[src/rtl/branch_resolver.sv]
// Execute-stage branch resolver: computes the architectural next PC, detects
// mispredictions, drives a held redirect and flush to fetch, and trains the BHT.

package risc_v_32i;
    localparam int REG_SIZE = 32;
endpackage

module branch_resolver #(
    parameter int REG_SIZE    = risc_v_32i::REG_SIZE,
    parameter int BHT_ENTRIES = 64
) (
    input  logic                clk,
    input  logic                rst_n,

    input  logic                ex_valid,
    output logic                ex_ready,
    input  logic                ex_is_branch,
    input  logic                ex_is_jal,
    input  logic                ex_is_jalr,
    input  logic [REG_SIZE-1:0] ex_pc,
    input  logic [REG_SIZE-1:0] ex_imm,
    input  logic [REG_SIZE-1:0] ex_rs1,
    input  logic [REG_SIZE-1:0] cmp_result,
    input  logic                ex_pred_taken,
    input  logic [REG_SIZE-1:0] ex_pred_target,

    input  logic [REG_SIZE-1:0] fetch_pc,
    output logic                pred_taken,

    output logic                redirect_valid,
    output logic [REG_SIZE-1:0] redirect_pc,
    input  logic                redirect_ready,
    output logic                flush,
    output logic                misalign_err,

    output logic [31:0]         branch_count,
    output logic [31:0]         mispredict_count
);

    localparam int IDX_W = (BHT_ENTRIES > 1) ? $clog2(BHT_ENTRIES) : 1;

    typedef enum logic {
        IDLE,
        REDIRECT
    } state_t;

    state_t state;

    logic                any_class;
    logic                is_cond;
    logic                accept;
    logic [REG_SIZE-1:0] pc_rel_target;
    logic [REG_SIZE-1:0] jalr_sum;
    logic [REG_SIZE-1:0] target;
    logic [REG_SIZE-1:0] fallthrough;
    logic [REG_SIZE-1:0] actual_pc;
    logic                actual_taken;
    logic                misaligned;
    logic                mispredict;
    logic                train;
    logic [IDX_W-1:0]    ex_idx;
    logic [IDX_W-1:0]    fetch_idx;
    logic [1:0]          bht [BHT_ENTRIES];
    logic                unused_bits;

    assign ex_ready  = (state == IDLE);
    assign any_class = ex_is_branch | ex_is_jal | ex_is_jalr;
    assign is_cond   = ex_is_branch & ~ex_is_jal & ~ex_is_jalr;
    assign accept    = ex_valid & ex_ready & any_class;

    // Target selection follows the class priority jalr > jal > branch.
    always_comb begin
        pc_rel_target = ex_pc + ex_imm;
        jalr_sum      = ex_rs1 + ex_imm;
        fallthrough   = ex_pc + REG_SIZE'(4);
        if (ex_is_jalr) begin
            target = jalr_sum & ~REG_SIZE'(1);
        end else begin
            target = pc_rel_target;
        end
        actual_taken = is_cond ? cmp_result[0] : 1'b1;
        actual_pc    = actual_taken ? target : fallthrough;
        misaligned   = actual_taken & target[1];
        mispredict   = (actual_taken != ex_pred_taken) |
                       (actual_taken & (ex_pred_target != target));
    end

    assign ex_idx    = ex_pc[IDX_W+1:2];
    assign fetch_idx = fetch_pc[IDX_W+1:2];
    assign train     = accept & is_cond & ~misaligned;

    // No bypass: a lookup in the same cycle as an update sees the old counter.
    assign pred_taken = bht[fetch_idx][1];

    assign unused_bits = ^{fetch_pc[REG_SIZE-1:IDX_W+2], fetch_pc[1:0],
                           cmp_result[REG_SIZE-1:1]};

    always_ff @(posedge clk or negedge rst_n) begin
        if (!rst_n) begin
            for (int i = 0; i < BHT_ENTRIES; i++) begin
                bht[i] <= 2'b01;
            end
        end else if (train) begin
            if (cmp_result[0]) begin
                if (bht[ex_idx] != 2'b11) begin
                    bht[ex_idx] <= bht[ex_idx] + 2'b01;
                end
            end else begin
                if (bht[ex_idx] != 2'b00) begin
                    bht[ex_idx] <= bht[ex_idx] - 2'b01;
                end
            end
        end
    end

    always_ff @(posedge clk or negedge rst_n) begin
        if (!rst_n) begin
            branch_count     <= '0;
            mispredict_count <= '0;
        end else if (accept) begin
            branch_count <= branch_count + 32'd1;
            if (mispredict & ~misaligned) begin
                mispredict_count <= mispredict_count + 32'd1;
            end
        end
    end

    // Misaligned taken targets raise an error instead of redirecting fetch.
    always_ff @(posedge clk or negedge rst_n) begin
        if (!rst_n) begin
            state          <= IDLE;
            redirect_valid <= 1'b0;
            redirect_pc    <= '0;
            flush          <= 1'b0;
            misalign_err   <= 1'b0;
        end else begin
            flush        <= 1'b0;
            misalign_err <= 1'b0;
            case (state)
                IDLE: begin
                    if (accept) begin
                        if (misaligned) begin
                            misalign_err <= 1'b1;
                        end else if (mispredict) begin
                            state          <= REDIRECT;
                            redirect_valid <= 1'b1;
                            redirect_pc    <= actual_pc;
                            flush          <= 1'b1;
                        end
                    end
                end
                REDIRECT: begin
                    if (redirect_ready) begin
                        state          <= IDLE;
                        redirect_valid <= 1'b0;
                    end
                end
                default: begin
                    state          <= IDLE;
                    redirect_valid <= 1'b0;
                end
            endcase
        end
    end

endmodule
[config.mk]
export PLATFORM = sky130hd
export DESIGN_NAME = branch_resolver
export DESIGN_NICKNAME = d
export VERILOG_FILES = /design/src/rtl/branch_resolver.sv
export SDC_FILE = /design/constraint.sdc
export NUM_CORES = 1
export LEC_CHECK = 0
export ABC_CLOCK_PERIOD_IN_PS = 7900
export CORE_MARGIN = 8
export CORE_UTILIZATION = 48
export DETAILED_ROUTE_END_ITERATION = 12
export DONT_BUFFER_PORTS = 1
export GPL_TIMING_DRIVEN = 1
export SLEW_MARGIN = 20
export SYNTH_ARGS = -nofsm -noshare
export SYNTH_HDL_FRONTEND = slang
export SYNTH_SLANG_ARGS = --single-unit
[constraint.sdc]
create_clock -name clk -period 7.9 [get_ports clk]
set_input_delay 1.58 -clock clk [delete_from_list [all_inputs] [get_ports clk]]
set_output_delay 1.58 -clock clk [all_outputs]
set_load 0.02 [all_outputs]
Yosys cells after proc, flatten, opt, wreduce, memory -nomap -nowiden
Cells that the tools add are included.

storage, ports and cells
  flip-flop bits (word level) = 228
  word-level logic and storage cells = 144

operators by class
  add/subtract/negate cells = 7
  order comparisons = 3
  eq/ne operators = 8
  mux-type cells = 30
  bitwise logic cells = 18
  reductions and logical operators = 7

operators with widths
  operator                                                                       count
  128-bit 2-to-1 mux                                                             3
  128-bit bitwise mux                                                            2
  32-bit by 1-bit adder with 32-bit output (second input constant)               2
  32-bit adder                                                                   2
  32-bit 2-to-1 mux                                                              2
  32-bit by 3-bit adder with 32-bit output (second input constant)               1
  32-bit != test                                                                 1
  2-bit binary-select mux with 6-bit select                                      2
  7-bit >= comparator (second input constant)                                    2
  6-bit NOT with 7-bit output                                                    2
  1-bit 2-to-1 mux                                                               13
  2-bit demux with 6-bit select                                                  1
  2-bit 2-to-1 mux                                                               5
  1-bit bitwise AND                                                              9
  4-bit AND reduction                                                            2
  7-bit by 1-bit less-than comparator with 1-bit output (second input constant)  1
  2-bit by 1-bit != test with 1-bit output (second input constant)               3
  2-bit != test (second input constant)                                          3
  1-bit NOT                                                                      4
  1-bit one-hot mux with 2 select lines                                          2
  2-bit nonzero test                                                             2
  1-bit OR                                                                       3
  3-bit AND reduction                                                            1
  2-bit by 1-bit adder with 2-bit output (second input constant)                 1
  4 further kinds                                                                4

Logic depth before layout (Yosys ltp)
  word-level depth = 10
  depth in mapped cells = 17
  mapped depth without buffers = 15

Worst setup path after synthesis
No wires, ideal clock.

  path kind = input to output
  from = in fetch_pc[2]
  to = out pred_taken
  arrival time = 4.061 ns
  data required time = 6.320 ns
  setup slack = 2.259 ns
  stages on the path = 5
  cell sequence = clkbuf_1 > buf_1 > mux4_2 > mux4_2 > mux4_2

between the ends
  word-level cells in the longest chain between the ends = 4

RTL lines
  item                                                 RTL line  RTL
  start: declaration                                   27        input logic [REG_SIZE-1:0] fetch_pc,
  6-bit NOT with 7-bit output (implied by the code)    93        assign pred_taken = bht[fetch_idx][1];
  2-bit binary-select mux with 6-bit select            93
  2-bit 2-to-1 mux (implied by the code) (2 in a row)  93
  end: declaration                                     28        output logic pred_taken,

Every way passes these cells. The select of a mux whose other input is x is not followed.

Worst setup path in the final report
  from = in ex_imm[2]
  to = reg redirect_pc[22]

between the ends
  word-level cells in the longest chain between the ends = 6

RTL lines
  item                                    RTL line  RTL
  start: declaration                      21        input logic [REG_SIZE-1:0] ex_imm,
  32-bit adder, on equally long branches  73, 74
  32-bit 2-to-1 mux (*)                   76        if (ex_is_jalr) begin
  32-bit != test                          85        (actual_taken & (ex_pred_target != target));
  1-bit bitwise AND                       85
  1-bit OR                                84        mispredict = (actual_taken != ex_pred_taken) |
  4-bit AND reduction (no line)           n/a
  end signal: assignment                  147       redirect_pc <= actual_pc;
  end: declaration                        31        output logic [REG_SIZE-1:0] redirect_pc,

Mark *: on every way between the ends. The rest lies on a longest branch, timed or not.
A chain may end at the register's enable or synchronous reset.

==> results_dict.tcl <==
set metrics [dict create \
    endpoint_kind "flop" \
    status "complete, no violations" \
    ir_drop_mv 0.166 \
    dp_hpwl_mm 42.4 \
    finalHoldViolCount 0 \
    synth-compound-area-share 0.170 \
    grt_pass1_wl_mm 86.3 \
    rows 68 \
    drt_wl_total_mm 57.3 \
    crit_type "in2reg" \
    port_buffers 0 \
    start_util 0.487 \
    fin_worst_skew_ps 12.0 \
    worstPathRequired_ps 8310 \
    cap_viol_max_count 0 \
    final_nets 2062 \
    p_per_area_mw_per_mm2 202 \
    whs_path_depth 2 \
    die_y_um 203 \
    fin_crit_ps 6210 \
    ys_types 84 \
    worst_slack_ps 1690 \
    cts_resized 0 \
    synth_xor_area_frac 0.102 \
    final_util 0.519 \
    pin_count 301 \
    area_growth_syn_to_layout_pct 6.61 \
    setup_tns_ps 0 \
    cp-start-kind "input port" \
    core_area_mm2 0.0345 \
    synth_top_area_cell "dfrtp_1" \
    first_global_vias 13900 \
    async_flop_share 1.00 \
    max-slew-margin-rel 0.268 \
    synthAdderAreaFrac 0.0516 \
    synth_area_mm2 0.0168 \
    worstPathMaxFanout 35 \
    dr.pass1.iters 5 \
    clkSinkCount 228 \
    htree_levels 1 \
    final.period_utilization 0.786 \
    place.gp.congestion 0.938 \
    syn-mean-instance-area_um2 9.02 \
    post_route_cells_drive_above_1_share 0.131 \
    muxShareOfSynthArea 0.105 \
    grt_usage 0.267 \
    numCtsBuffers 26 \
    postCtsHoldBufs 0 \
    netlist_instances 1859 \
    synth_area_leaders "dfrtp_1, dfstp_2, xnor2_1" \
    power_mw 3.60 \
    ff2ff_path_depth 11 \
    antenna_found_initial 1 \
    min_path_type "reg2reg" \
    dp.cells 2221 \
    cts_tree "done" \
    root_buffer "clkbuf_16" \
    fp.dieW_um 203 \
    vias_per_cell 6.43 \
    yosys.area.top_type_share 0.245 \
    drtAntennaViolNets 0 \
    place_ws_ps 1400 \
    vias 14600 \
    grt_setup_unrepaired "false" \
    p_leak_nw 7.32 \
    clk_latency_ps 530 \
    synth-seq-cells 228 \
    postCtsSetupRepairBufs 0 \
    instances_no_fill 2270 \
    grt_max_degree 229 \
    yosysWarningCount 0 \
    ys.flop_type "dfrtp_1" \
    fmax_mhz 161 \
    grt_overflow 0 \
    clk_pin_slew_ps 60 \
    seq_area_frac_synth 0.345 \
    ctsLongestPathBuffers 3 \
    dieArea_mm2 0.0412 \
    synth-edff-count 0 \
    yosys.area_share.simple 0.194 \
    reg2reg_setup_slack_ps 3670 \
    drv_slew 0 \
    setup_viol 0 \
    drt-initial-drc-count 1362 \
    arrival_ps 6620 \
    post_drt_wl_per_cell_um 25.2 \
    synth_top_family_by_area "simple AND/OR/NAND/NOR gates" \
    syn_nets 2127 \
    tightest_slew_ps 1090 \
    drc_errors 0 \
]
## cell usage in the layout, fill, tap and decap left out, drive strengths merged, types with 7 or more instances in the layout
cell type / count
nor2b: 9
a2111oi: 8
inv: 27
a211oi: 23
a21o: 12
and4: 10
nor3b: 14
o31ai: 8
mux4: 21
nand2: 147
nor2: 227
dfrtp: 164
a41o: 11
a31oi: 12
and3: 50
xnor2: 127
o21a: 9
clkbuf: 41
xor2: 42
o211ai: 16
o21ai: 66
mux2i: 18
nand3: 58
buf: 11
nand3b: 7
nand4: 48
o22ai: 34
mux2: 98
a22oi: 34
xnor3: 9
and2: 9
ha: 66
or2: 7
nor4: 24
a21oi: 158
dfstp: 64
nor3: 34
o2111ai: 7
## worst max-delay path, cell delays in order
cell       delay [ps]
ha_1              450
nand4_1           400
a21o_1            280
a2111oi_0         900
o21ai_0           420
o211ai_1          370
xor2_1            350
xnor2_1           160
o32ai_1           130
nor4_2            400
nand4_2           230
nand2_4           530
mux2_1            400
## worst paths after layout
check / startpoint / end
min: flop / flop
min in group asynchronous: rst_n / mispredict_count[14]$_DFFE_PN0P_
max reg2reg: flop / bht[7]$_DFFE_PN0P_
max in group asynchronous: rst_n / async pin
max: ex_imm[2] / redirect_pc[22]$_DFFE_PN0P_
min reg2reg: flop / flop
## routing by layer
| layer | global-route usage | routed length [um] | vias up |
|---|---|---|---|
| li1 | - | - | 6701 |
| met1 | 0.376 | 24600 | 7084 |
| met2 | 0.390 | 24300 | 731 |
| met3 | 0.0886 | 7010 | 89 |
| met4 | 0.0635 | 1380 | 0 |
| met5 | 0 | 0 | - |
## cells by family (layout without fill, tap and decap cells)
| group | after synthesis | count (layout) |
|---|---|---|
| AOI/OAI and AO/OA | 446 | 446 |
| DFF | 228 | 228 |
| buffers and inverters | 130 | 85 |
| other | 0 | 1 |
| adders and majority gates | 68 | 68 |
| and+or+nand+nor | 671 | 671 |
| muxes | 137 | 137 |
| xor gates and xnor gates | 179 | 179 |
## layout make-up
cell class | count | area, um^2
fill | 3203 | 16600
sequential | 228 | 5790
inverter | 26 | 97.6
antenna | 1 | 2.50
multi-input combinational | 1501 | 10500
clock buffer | 41 | 808
clock inverter | 7 | 43.8
timing repair buffer | 11 | 82.6
tap | 455 | 569
## stage by stage
| stage | hold slack (ps) | cell area [um^2] |
|---|---|---|
| after floorplan | 482 | 16800 |
| after global placement | 488 | 17000 |
| after detailed placement | 491 | 17000 |
| after CTS | 504 | 17900 |
| after global routing | 515 | 17900 |
| final | 502 | 17900 |
## Yosys cell counts (5+ instances only)
master       n
nor2b_1      9
nor4_1      23
mux2_2      73
mux4_2      21
a21oi_1    158
a2111oi_0    7
o21a_1       9
or2_2        6
and3_1      50
a211o_1      5
mux2_1      24
nor2_1     227
clkbuf_1    85
xnor3_1      9
o21ai_0     63
or3_1        6
a22oi_1     34
mux2i_1     18
o211ai_1    16
xor2_1      42
o22ai_1     34
nand3_1     58
a41o_1      11
nor3b_1     14
nand2_1    146
and4_1      10
dfstp_2     64
xnor2_1    127
inv_1       26
dfrtp_1    164
nor3_1      33
and2_1       8
nand3b_1     7
buf_1       12
o2111ai_1    7
nand2b_1     6
a21o_1      12
nand4_1     47
a211oi_1    22
o22a_1       5
ha_1        66
a31oi_1     12
o31ai_1      7
## power by group
part	internal, mW	switching, mW
Sequential	1.30	0.265
Clock	0.701	0.488
Combinational	0.350	0.500
Power figures use the tool's default switching activity.
